===== config.mk =====
export PLATFORM = sky130hd
export DESIGN_NAME = pixel_write_fifo
export DESIGN_NICKNAME = d
export VERILOG_FILES = /design/src/rtl/pixel_pkg.sv /design/src/rtl/pixel_fifo_mem.sv /design/src/rtl/pixel_write_fifo.sv
export SDC_FILE = /design/constraint.sdc
export NUM_CORES = 1
export LEC_CHECK = 0
export BUFFER_PORTS_ARGS = -buffer_cell sky130_fd_sc_hd__buf_2
export CAP_MARGIN = 20
export CORE_ASPECT_RATIO = 0.7
export CORE_MARGIN = 2
export CORE_UTILIZATION = 55
export CTS_CLUSTER_SIZE = 12
export DETAILED_ROUTE_END_ITERATION = 12
export PLACE_DENSITY = 0.78
export SETUP_SLACK_MARGIN = 0.2
export SYNTH_ARGS = -nofsm -noshare
export SYNTH_HDL_FRONTEND = slang
export SYNTH_HIERARCHICAL = 1
export SYNTH_SLANG_ARGS = --single-unit
export TNS_END_PERCENT = 1

===== constraint.sdc =====
create_clock -name clock -period 3.75 [get_ports clock]
set_input_delay 0.75 -clock clock [delete_from_list [all_inputs] [get_ports clock]]
set_output_delay 0.75 -clock clock [all_outputs]
set_load 0.05 [all_outputs]

===== src/rtl/pixel_pkg.sv =====
// Shared pixel bundle definitions for the threshold -> framebuffer path.
// Used by adaptive_threshold, pixel_write_fifo and the VGA write port.
package pixel_pkg;

    localparam int X_W   = 8;
    localparam int Y_W   = 8;
    localparam int C_W   = 3;
    localparam int PIX_W = X_W + Y_W + 3 * C_W;

    typedef struct packed {
        logic [X_W-1:0] x;
        logic [Y_W-1:0] y;
        logic [C_W-1:0] r;
        logic [C_W-1:0] g;
        logic [C_W-1:0] b;
    } pixel_t;

endpackage


===== src/rtl/pixel_fifo_mem.sv =====
// DEPTH x PIX_W register array: synchronous write, asynchronous read.
// Storage is never reset; validity is tracked by the owning FIFO.
module pixel_fifo_mem
    import pixel_pkg::*;
#(
    parameter  int DEPTH = 16,
    localparam int AW    = $clog2(DEPTH)
) (
    input  logic             clock,
    input  logic             we,
    input  logic [AW-1:0]    waddr,
    input  logic [PIX_W-1:0] wdata,
    input  logic [AW-1:0]    raddr,
    output logic [PIX_W-1:0] rdata
);

    logic [PIX_W-1:0] mem [DEPTH];

    always_ff @(posedge clock) begin
        if (we) begin
            mem[waddr] <= wdata;
        end
    end

    assign rdata = mem[raddr];

endmodule


===== src/rtl/pixel_write_fifo.sv =====
// Show-ahead elastic buffer feeding the framebuffer writer.
// Optional debug stats when PIXEL_WRITE_FIFO_STATS_EN is defined.
module pixel_write_fifo
    import pixel_pkg::*;
#(
    parameter  int DEPTH = 16,
    localparam int AW    = $clog2(DEPTH)
) (
    input  logic             clock,
    input  logic             reset,
    input  logic             in_valid,
    input  logic [X_W-1:0]   in_x,
    input  logic [Y_W-1:0]   in_y,
    input  logic [C_W-1:0]   in_r,
    input  logic [C_W-1:0]   in_g,
    input  logic [C_W-1:0]   in_b,
    output logic             in_ready,
    output logic             out_valid,
    output logic [X_W-1:0]   out_x,
    output logic [Y_W-1:0]   out_y,
    output logic [C_W-1:0]   out_r,
    output logic [C_W-1:0]   out_g,
    output logic [C_W-1:0]   out_b,
    input  logic             out_ready,
`ifdef PIXEL_WRITE_FIFO_STATS_EN
    output logic [AW:0]      max_level,
    output logic [15:0]      drop_count,
`endif
    output logic [AW:0]      level,
    output logic             overflow
);

    localparam logic [AW:0] FULL = (AW+1)'(DEPTH);
    localparam logic [AW:0] ONE  = (AW+1)'(1);

    logic [AW-1:0] wr_ptr;
    logic [AW-1:0] rd_ptr;
    logic          push;
    logic          pop;
    logic          drop;
    pixel_t        wdata;
    pixel_t        rdata;
    pixel_t        head;

    assign in_ready  = (level != FULL);
    assign out_valid = (level != '0);
    assign push      = in_valid && in_ready;
    assign pop       = out_valid && out_ready;
    assign drop      = in_valid && !in_ready;

    assign wdata = '{x: in_x, y: in_y, r: in_r, g: in_g, b: in_b};

    pixel_fifo_mem #(.DEPTH(DEPTH)) u_mem (
        .clock (clock),
        .we    (push),
        .waddr (wr_ptr),
        .wdata (wdata),
        .raddr (rd_ptr),
        .rdata (rdata)
    );

    // Stale storage must never leak out while empty.
    assign head  = out_valid ? rdata : '0;
    assign out_x = head.x;
    assign out_y = head.y;
    assign out_r = head.r;
    assign out_g = head.g;
    assign out_b = head.b;

    always_ff @(posedge clock) begin
        if (reset) begin
            wr_ptr   <= '0;
            rd_ptr   <= '0;
            level    <= '0;
            overflow <= 1'b0;
        end else begin
            if (push) begin
                wr_ptr <= wr_ptr + 1'b1;
            end
            if (pop) begin
                rd_ptr <= rd_ptr + 1'b1;
            end
            if (push && !pop) begin
                level <= level + ONE;
            end else if (pop && !push) begin
                level <= level - ONE;
            end
            if (drop) begin
                overflow <= 1'b1;
            end
        end
    end

`ifdef PIXEL_WRITE_FIFO_STATS_EN
    always_ff @(posedge clock) begin
        if (reset) begin
            max_level  <= '0;
            drop_count <= '0;
        end else begin
            if (level > max_level) begin
                max_level <= level;
            end
            if (drop && drop_count != 16'hFFFF) begin
                drop_count <= drop_count + 16'd1;
            end
        end
    end
`endif

endmodule


Word level (Yosys, flattened, before mapping)
Memory sizes are Yosys's and may differ from the RTL's. A register that Yosys moved wholly into a read port is not among the register bits.
Cells that the tools add are included.
Operators by class
  multiplexer cells: 7
  equality and inequality tests: 1
  reductions and logical operators: 10
  $add $sub $neg: 4
Operators by type and width (number)
  two-way mux 25 bit: 1
  two-way mux 5 bit: 2
  adder 4 x 1 -> 4 bit (second input constant): 2
  two-way mux 4 bit: 2
  adder 5 x 1 -> 5 bit (second input constant): 1
  logical AND 1 bit: 5
  inequality test 5 bit (second input constant): 1
  nonzero test 5 bit: 1
  subtractor 5 x 1 -> 5 bit (second input constant): 1
  zero test 1 bit: 3
  two-way mux 1 bit: 2
  nonzero test 2 bit: 1
Word-level totals
  memories kept: 1
  register bits after elaboration: 14
  memory bits (writable): 400
  logic and storage cells: 27
  output and inout bits: 33
  input port bits: 29
Memories
  u_mem.mem: words 16, bits a word 25, read ports 1, clocked after memory_dff 1, wr ports 1, line pixel_fifo_mem.sv:17  | logic [PIX_W-1:0] mem [DEPTH];

Logic depth before layout (Yosys ltp)
Gate-level depths: netlist (run 1).
  depth in word-level cells: 6
  depth in mapped cells: 10

By module
The synthesis (run 1) kept the hierarchy.
By module, submodules not included
  pixel_fifo_mem: cells an instance 635, area an instance 15050.7 µm², instances 1, sequential area each 12011.5 µm²
  pixel_write_fifo: cells an instance 109, area an instance 924.6 µm², instances 1, sequential area each 280.3 µm²

Worst setup path before layout (run 1)
Ideal clock, no wire load.
  path kind: reg2reg
  start point: register level[0]
  end point: memory u_mem/mem[0][0] (netlist name), enable pin
  stages on the path, launching flop included: 5
  period minus slack after synthesis: 4.210 ns
  path buffers: 0
  slack: -0.460 ns
  required time: 3.312 ns
  arrival time: 3.771 ns
  path through: dfxtp_1 -> nor4_1 -> a21boi_0 -> or3b_2 -> nor3_1
Between the ends
  cells in the longest elaborated chain, start to end: 4
RTL lines
  start: declaration: line pixel_write_fifo.sv:29  | output logic [AW:0] level,
  start signal: assignment: line pixel_write_fifo.sv:84  | level <= level + ONE;
  start signal: assignment: line pixel_write_fifo.sv:86  | level <= level - ONE;
  inequality test 5 bit: line pixel_write_fifo.sv:45  | assign in_ready = (level != FULL);
  logical AND 1 bit: line pixel_write_fifo.sv:47  | assign push = in_valid && in_ready;
  via push: line pixel_write_fifo.sv:38  | logic push;
  two-way mux 1 bit: line pixel_fifo_mem.sv:20  | if (we) begin
  two-way mux 1 bit (implied by the code): line pixel_fifo_mem.sv:21  | mem[waddr] <= wdata;
  end: declaration: line pixel_fifo_mem.sv:17
The timed path passes the listed nets, and every way through them passes these cells.

==> results of run 1 <==
==> sequential cells by signal (all words and copies together), names as in the netlist <==
name       count
overflow       1
u_mem/mem    400
level          5
wr_ptr         4
rd_ptr         4
==> where the power goes <==
| group | internal (uW) | switching (uW) | total (uW) |
|---|---|---|---|
| clock network | 2070 | 1570 | 3640 |
| logic | 1530 | 2330 | 3860 |
| registers | 5260 | 156 | 5410 |
==> worst max-delay path: stages (launching register included) <==
cell	delay (ns)
dfxtp_4	0.63
buf_4	0.36
mux4_2	0.37
a22oi_1	0.21
nand2_1	0.15
nor2b_1	0.17
buf_2	0.21
==> layout by cell type, fill, tap and decap left out, types with 4 or more instances in the layout <==
cell type,instances
edfxtp_1,400
mux4_2,100
buf_2,61
a22oi_1,50
clkbuf_16,43
nand2_1,28
nor2b_1,25
buf_4,25
nor2_1,17
nor2_4,13
dfxtp_1,12
clkbuf_1,11
buf_12,11
xor2_1,6
ha_1,6
o211ai_1,4
==> worst max-delay path by stage <==
| stage | endpoint | slack [ns] | cells after the start |
|---|---|---|---|
| final | out_x[5] | 0.36 | 6 |
| after global routing | out_x[1] | 0.24 | 6 |
| after CTS | out_x[5] | 0.25 | 5 |
| after detailed placement | out_g[1] | 0.74 | 6 |
| after global placement | out_b[0] | 0.81 | 6 |
| after floorplan | u_mem/mem[4][0] | -0.19 | 4 |
==> stage by stage <==
step	instances	total power (uW)	cell area [sq um]	util, %
after detailed placement	1174	9250	17000	59.1
final	1240	12900	18200	63.4
after global routing	1239	13400	18200	63.4
after CTS	1236	12900	18200	63.2
after floorplan	744	8390	16000	-
after global placement	1174	9190	17000	59.1
==> cell type report <==
class	instances	area [sq um]
clock buffers	54	1120
flip-flops and latches	414	12300
repair buffers	97	713
inverters	3	11.3
diodes	1	2.50
clock inverters	6	32.5
well taps	378	473
fillers	1925	10500
multi-input cells	287	3570
==> logic make-up (layout without fill, tap and decap cells) <==
group | Yosys count | in the layout | synth area share, %
buffers and inverters | 43 | 160 | 1.46
and+or+nand+nor | 105 | 105 | 3.25
AOI/OAI and AO/OA | 63 | 63 | 2.96
xor gates and xnor gates | 8 | 8 | 0.439
DFF | 414 | 414 | 76.9
other | 0 | 1 | 0
muxes | 104 | 104 | 14.4
adders and majority gates | 7 | 7 | 0.595
==> layer usage <==
layer / part of all wire, % / wire, um / track usage (%)
met1: 42 / 13900 / 33.2
met2: 48 / 15900 / 34.5
met3: 9.0 / 3020 / 5.33
met4: 1.6 / 546 / 5.53
met5: 0.078 / 26 / 0
==> repair_timing <==
item / in CTS / in global routing
pin swaps: 0 / 1
cloned: 0 / 0
endpoints found under the setup margin: 2 / 14
buffers inserted: 2 / 3
==> results by group, run 1 <==
Synthesis
  • Syn Nets: 780
  • Ys flop type: edfxtp_1
  • Post-synth top area share: between 70 and 80%
  • List of most frequent post-synthesis cells: edfxtp_1, mux4_2, a22oi_1, nor2_1, nand2_1
  • Synthesis-stage register bit count: between 400 and 500
  • Synth area leaders: edfxtp_1, mux4_2, a22oi_1
  • Post-synth top area cell: edfxtp_1
  • EDFF count, synth: 400
  • Synth Warn #: 6
  • Post-synthesis async set-or-reset flop share: 0%
  • Post-Syn Area: roughly 16000 sq um
  • Syn Area/Cell: roughly 21 sq um
  • Synthesized instance count: roughly 740
  • Post-synth cell types: 38
  • Seq/Total Area, Yosys: between 70 and 80%
  • Count leader, synth: edfxtp_1

Critical path
  • R2R cell count: 9
  • Crit Path Category: flip-flop to output port
  • Critical path peak fanout: 27
  • Arr. time, crit path: roughly 2.6 ns
  • Reg2reg end: level[4]
  • CP Launch Type: flip-flop
  • Critical path startpoint: rd_ptr[1]
  • Worst reg2reg setup slack: 0.81 ns
  • RR Startpoint: level[0]
  • CP required: approximately 3.0 ns
  • Worst Setup End Kind: output port

Run
  • Max capacitance violation total: 0

Route
  • First-pass DRT Iterations: 6
  • Post-route ant nets: 0
  • Via count: a little under 8000
  • Routed WL per cell: about 27 um
  • 1st-iter DRT viols: approximately 800
  • Post-DR vias/cell: approximately 6.3
  • Routed WL: between 30000 and 40000 um
  • Drt drc: 0

STA
  • Worst-margin pin slew: about 0.65 ns
  • Max_slew headroom: 56.2%
  • Fin crit period: between 3 and 4 ns
  • Fmax: between 0.2 and 0.3 GHz
  • Worst Skew: between 0.015 and 0.02 ns
  • Final worst setup slack: ~0.36 ns
  • Worst hold slack: about 0.47 ns
  • Unrepaired setup endpoints after global routing: false
  • # setup viols final: 0
  • Setup Total Neg Slack: 0 ns
  • Period utilization: between 90% and 100%
  • Hold Violations, Final: 0
  • Slew Viols, Final: 0

GRT
  • Initial antenna violation count: 3
  • Largest net degree at the start of global routing: 54
  • First-pass GRT wire length: approximately 50000 um
  • Vias in the first global route: 7940
  • Overflow after GRT: 0
  • Global-route usage over all layers: between 20% and 30%

Clocking
  • Clock transition at path regs: 0.06 ns
  • Clk root buf: clkbuf_16
  • CTS resizes: 0
  • H-tree depth reported by CTS: 2
  • CTS tree: done
  • Maximum root-to-sink buffer count: 3
  • Clk_lat worst skew: about 0.54 ns
  • Hold-fix buffers, CTS: 0
  • CTS Buf Count: 41
  • CTS sink cnt: 414

Run status
  • Status: completed

Die
  • Chip height: between 100 and 150 um
  • Core Box Area: between 20000 and 30000 sq um
  • Initial Utilization: ~56%
  • Die footprint: between 30000 and 40000 sq um
  • Die Wd: 208 um
  • IO Count: slightly above 60
  • Row cnt: 52

Power
  • Pleak: slightly below 0.006 uW
  • PwrDens: a little over 700 nW/um^2
  • Max VDD drop: 0.000449 V

Hold path
  • Worst Hold Path EP: overflow
  • Worst hold start: overflow
  • Hold/Removal Path Class: flip-flop to flip-flop
  • Worst Hold Depth: 2

Place
  • Post-DP HPWL: around 17000 um
  • IO buf count: 61
  • GP Congestion: 0.704
  • Pre-CTS setup slack: ~0.74 ns

Cells and area
  • NumNets Final: approximately 900
  • Share of post-route cells with drive strength above 1: a little under a third
  • P&R area growth vs syn: 14.1%
(Power assumes the default switching activity.)
==> inputs of run 2 (changes only) <==
ABC_AREA = 1   (was default)
CORE_UTILIZATION = 56   (was 55)
PLACE_DENSITY = 0.79   (was 0.78)
==> run 2 against run 1 <==
Against the previous run:
- global-route usage rose by 3.0 points
- critical endpoint is now out_y[1]
- first-iteration DRC count grew 73%
- die area up 13%
- final area grew 11%
- total power up 1.1%
- largest power group unchanged
- combinational power grew 5%
- largest cell class unchanged
- fmax is 0.57% higher
- count of clock-buffer cells in the layout shrank 1
- non-clock buffer count shrank 7
- clock power is 1% higher
==> results by group, run 2 <==
Die
  • Core Box Area: approximately 32000 sq um
  • Die Wd: between 200 and 250 um
  • Initial Utilization: a little under three fifths
  • Row cnt: 55
  • Chip height: 156 um
  • IO Count: 62
  • Die footprint: between 30000 and 40000 sq um

Power
  • Max VDD drop: approximately 0.00055 V
  • PwrDens: around 650 nW/um^2
  • Pleak: about 0.0088 uW

Route
  • Post-route ant nets: 0
  • Post-DR vias/cell: 5.47
  • 1st-iter DRT viols: between 1000 and 1500
  • Drt drc: 0
  • Routed WL per cell: 18.8 um
  • First-pass DRT Iterations: 8
  • Via count: approximately 13000
  • Routed WL: 43200 um

Synthesis
  • Seq/Total Area, Yosys: 66.8%
  • Post-synth cell types: 23
  • Synthesis-stage register bit count: approximately 410
  • Ys flop type: edfxtp_1
  • List of most frequent post-synthesis cells: nand2_1, edfxtp_1, inv_1, nand3_1, nor2_1
  • Post-Syn Area: approximately 18000 sq um
  • Syn Nets: roughly 1800
  • Post-synthesis async set-or-reset flop share: 0%
  • Synth Warn #: 6
  • Post-synth top area cell: edfxtp_1
  • Post-synth top area share: between 60% and 70%
  • Synth area leaders: edfxtp_1, nand2_1, nand3_1
  • Syn Area/Cell: ~10 sq um
  • Count leader, synth: nand2_1
  • Synthesized instance count: roughly 1800
  • EDFF count, synth: 400

Place
  • IO buf count: 61
  • GP Congestion: 0.790
  • DP Area: ~19000 sq um
  • Post-DP HPWL: 23700 um

Cells and area
  • Cell area after layout: 20200 sq um
  • Most common cell after layout, fill and taps aside: nand2_1
  • Most frequent cells in the layout: nand2_1, edfxtp_1, inv_1, nand3_1, buf_2
  • Max FFs per register: 400
  • Largest Register: u_mem/mem
  • NumNets Final: ~1900
  • Fillers: roughly 2500
  • P&R area growth vs syn: 9.88%
  • Share of post-route cells with drive strength above 1: 10.1%
  • Biggest regs: u_mem/mem (400), level (5)

GRT
  • Global-route usage over all layers: around a quarter
  • Overflow after GRT: 0
  • Initial antenna violation count: 1
  • Vias in the first global route: roughly 12000
  • First-pass GRT wire length: between 60000 and 70000 um
  • Largest net degree at the start of global routing: 127

Clocking
  • H-tree depth reported by CTS: 2
  • Clk_lat worst skew: roughly 0.54 ns
  • CTS tree: done
  • Maximum root-to-sink buffer count: 3
  • Clk root buf: clkbuf_16
  • CTS sink cnt: 414
  • Setup repair bufs after CTS: 0
  • Clock transition at path regs: roughly 0.06 ns
  • CTS Buf Count: 41

Hold path
  • Worst hold start: overflow
  • Worst Hold Depth: 2
  • Hold/Removal Path Class: flip-flop to flip-flop
  • Worst Hold Path EP: overflow

Critical path
  • Reg2reg end: level[3]
  • CP Launch Type: flip-flop
  • Critical path startpoint: rd_ptr[0]
  • Worst reg2reg setup slack: 0.94 ns
  • CP bufs+invs: 4
  • Arr. time, crit path: between 2 and 3 ns
  • Worst Setup End Kind: output port
  • Most frequent CP cell: nand2_1
  • Slowest stage cell, crit path: buf_4
  • CP cell instances: inv_6, buf_4, nand2_1, nand2_1, nand2_1, nand3_1, nand3_1, nand2_1, nand2_2, inv_2, buf_2
  • Worst path max stage delay: 0.42 ns
  • RR Startpoint: level[0]
  • Critical path peak fanout: 63
  • CP required: approximately 3.0 ns
  • CP top delay family: buffers and inverters
  • Crit Path Category: flip-flop to output port
  • R2R cell count: 11

STA
  • Fmax: roughly 0.30 GHz
  • Slew Viols, Final: 0
  • # setup viols final: 0
  • Period utilization: 90.0%
  • Worst Skew: around 0.014 ns
  • Worst-margin pin slew: 0.960 ns
  • Max_slew headroom: roughly 36%
  • Unrepaired setup endpoints after global routing: true
  • Setup Total Neg Slack: 0 ns
  • Hold Violations, Final: 0
  • Fin crit period: about 3.4 ns

Run status
  • Status: completed

Run
  • Max capacitance violation total: 0
## run 2: worst max path at each step
stage | end | slack (ns) | cells past startpoint
6_report | out_y[1] | 0.38 | 11
5_1_grt | out_g[2] | 0.19 | 11
4_1_cts | out_b[0] | 0.32 | 10
3_5_place_dp | out_b[0] | 0.90 | 10
3_3_place_gp | out_g[2] | 0.96 | 11
2_1_floorplan | u_mem/mem[12][0] | 0.71 | 6
## run 2: worst reg2reg max path: stages, from the launching register on
cell and delay, ns:
dfxtp_1 0.39, nor2_4 0.18, nand3_2 0.51, nand2_1 0.37, ha_1 0.22, inv_1 0.11, ha_1 0.34, or2_2 0.32
nand3b_1 0.09, nand3_1 0.08, nand2_1 0.07, inv_1 0.04
## run 2: layout make-up
type	count	area, sq um	area share [%]
antenna	1	2.50	0.0124
inverter	348	1310	6.49
clock buffer	53	1120	5.56
timing repair buffer	90	639	3.16
multi-input combinational	955	4270	21.1
tap	427	534	2.64
sequential	414	12300	60.9
clock inverter	5	26.3	0.130
## run 2: routing by layer
metal,wire [um],vias up,track usage (%),part of all wire (%)
met3,3900,108,4.62,9.0
met2,20000,629,40.3,46
met4,1260,0,8.92,2.9
met5,0,-,0,0
met1,18000,5949,35.7,42
li1,-,5855,-,-
## run 2: power by group
| group | internal [uW] | switching, uW |
|---|---|---|
| Sequential | 5240 | 89.6 |
| Clock | 2080 | 1610 |
| Combinational | 1030 | 3000 |
| Total | 8350 | 4700 |
## run 2: cell families (layout without fill, tap and decap cells)
group	Yosys count	in the layout	share of synthesized area [%]
compound gates	13	13	0.354
simple gates	932	932	21.6
flops	414	414	66.8
xor+xnor	3	3	0.143
buf+inv	432	496	10.6
other cells	0	1	0
fa+ha+maj	7	7	0.517
## run 2: repair_timing
item | 4_1_cts | 5_1_grt
hold buffers | 0 | 0
setup endpoints to repair | 0 | 4
resized for setup | 0 | 1
## run 2: through the flow
| step | utilization (%) | setup slack, ns | instances | hold WS, ns | total power, uW |
|---|---|---|---|---|---|
| after detailed placement | 58.9 | 0.898 | 2234 | 0.445 | 9410 |
| final | 62.5 | 0.375 | 2293 | 0.450 | 13100 |
| after global placement | 58.9 | 0.964 | 2234 | 0.439 | 9330 |
| after floorplan | - | 0.711 | 1801 | 0.469 | 8590 |
| after global routing | 62.5 | 0.185 | 2292 | 0.479 | 13600 |
| after CTS | 62.5 | 0.315 | 2292 | 0.450 | 13100 |
==> inputs of run 3 (changes only) <==
BUFFER_PORTS_ARGS = default   (was -buffer_cell sky130_fd_sc_hd__buf_2)
CORE_UTILIZATION = 57   (was 56)
DONT_BUFFER_PORTS = 1   (was default)
PLACE_DENSITY = default   (was 0.79)
PLACE_DENSITY_LB_ADDON = 0.15   (was default)
==> run 3 against run 2 <==
Against the previous run:
- non-clock buffer count is 57 lower
- cell count is 2.8% lower
- total power is 0.85% higher
- critical path depth is 5 lower
- combinational power is 2% higher
- die area is 1.7% lower
==> results by group, run 3 (synthesis results as in run 2) <==
STA
  • Setup Total Neg Slack: 0 ns
  • Worst hold slack: around 0.26 ns
  • Period utilization: between 80% and 90%
  • Max_slew headroom: 24.4%
  • Slew Viols, Final: 0
  • Hold Violations, Final: 0
  • # setup viols final: 0
  • Unrepaired setup endpoints after global routing: false
  • Worst Skew: about 0.013 ns
  • Worst-margin pin slew: about 1.1 ns
  • Fmax: between 0.2 and 0.3 GHz
  • Fin crit period: between 3 and 4 ns

Place
  • GP Congestion: about 0.84
  • Post-DP HPWL: 24800 um
  • # placed instances: ~2200
  • IO buf count: 0

Power
  • Pwr Total: 13200 uW
  • Pleak: 0.00855 uW
  • Max VDD drop: ~0.0005 V
  • PwrDens: 659 nW/um^2

Critical path
  • Slowest stage cell, crit path: buf_4
  • CP required: around 3.0 ns
  • Critical path peak fanout: 19
  • CP top delay family: buffers and inverters
  • CP Launch Type: flip-flop
  • CP cell instances: buf_4, nor2_4, nand3_2, buf_4, nand2_1, inv_1
  • Crit Path Category: flip-flop to output port
  • Worst Setup End Kind: output port
  • Most frequent CP cell: buf_4
  • Worst path max stage delay: between 0.5 and 0.6 ns
  • Arr. time, crit path: about 2.6 ns
  • CP bufs+invs: 3

Clocking
  • Clk_lat worst skew: 0.55 ns
  • Clk root buf: clkbuf_16
  • Maximum root-to-sink buffer count: 3
  • Setup repair bufs after CTS: 0
  • CTS Buf Count: 41
  • CTS tree: done
  • H-tree depth reported by CTS: 2
  • Hold-fix buffers, CTS: 0
  • CTS sink cnt: roughly 410
  • Clock transition at path regs: approximately 0.060 ns

GRT
  • Global-route usage over all layers: between 20% and 30%
  • Vias in the first global route: between 10000 and 15000
  • Largest net degree at the start of global routing: approximately 200
  • Overflow after GRT: 0
  • Initial antenna violation count: 0
  • First-pass GRT wire length: just under 70000 um

Cells and area
  • Fillers: roughly 2500
  • Biggest regs: u_mem/mem (400), level (5)
  • P&R area growth vs syn: 8.54%
  • Most frequent cells in the layout: nand2_1, edfxtp_1, inv_1, nand3_1, clkbuf_16
  • NumNets Final: ~1800
  • Number of antenna cells inserted: 0
  • Max FFs per register: 400
  • Largest Register: u_mem/mem
  • Final Core Density: 63.4%
  • Share of post-route cells with drive strength above 1: 7.25%
  • Final std cells w/o fill: approximately 2200
  • Most common cell after layout, fill and taps aside: nand2_1

Die
  • Row cnt: between 50 and 60
  • Initial Utilization: around three fifths
  • Die Wd: ~220 um
  • Chip height: between 150 and 200 um
  • Die footprint: 33700 sq um
  • IO Count: between 60 and 70
  • Core Box Area: roughly 31000 sq um

Run status
  • Status: completed

Route
  • Drt drc: 0
  • First-pass DRT Iterations: 5
  • Post-route ant nets: 0
  • Routed WL per cell: just over 20 um
  • Routed WL: approximately 46000 um
  • 1st-iter DRT viols: approximately 1400
  • Post-DR vias/cell: around 5.5
  • Via count: around 12000

Hold path
  • Hold/Removal Path Class: primary input to flip-flop

Run
  • Max capacitance violation total: 0
## run 3: cell types whose count changed in the layout (fill, tap and decap cells not counted), sizes merged
cell	delta
buf	-58
clkbuf	+3
clkinv	-2
diode	-1
## run 3: final cells by class
type	instances	area, sq um	area share (%)
multi-input cells	955	4270	21.4
repair buffers	33	398	1.99
flip-flops and latches	414	12300	61.6
well taps	420	526	2.63
inverters	348	1320	6.59
clock inverters	3	21.3	0.107
clock buffers	55	1130	5.67
## run 3: worst paths after layout
check	from	end	slack, ns	cells after the start
setup reg to reg	level[0]	u_mem/mem[8][9]	0.77	7
hold reg to reg	wr_ptr[2]	wr_ptr[2]	0.54	2
setup / recovery	level[0]	out_b[1]	0.39	6
hold / removal	reset	rd_ptr[2]	0.26	1
## run 3: where the power goes
part	total [uW]	switching, uW	internal, uW
Combinational	4110	3050	1060
Clock	3750	1660	2090
Sequential	5300	62.6	5240
## run 3: repair_timing
| item | CTS | global route |
|---|---|---|
| resized for setup | 0 | 2 |
| hold endpoints to repair | 0 | 0 |
| endpoints found under the setup margin | 0 | 15 |
## run 3: layer usage
metal / GRT usage (%) / routed length [um] / part of all wire [%] / vias up
met1: 41.4 / 20100 / 44 / 5902
met3: 4.64 / 4390 / 9.5 / 71
met4: 8.24 / 1050 / 2.3 / 0
met5: 0 / 0 / 0 / -
li1: - / - / - / 5737
met2: 41.1 / 20700 / 45 / 601
## run 3: per-stage QoR
step / worst slack, ns / area, sq um
after floorplan: 0.711 / 18400
after global placement: 0.811 / 18800
after detailed placement: 0.841 / 18800
after CTS: 0.284 / 19900
after global routing: 0.237 / 20000
final: 0.385 / 20000
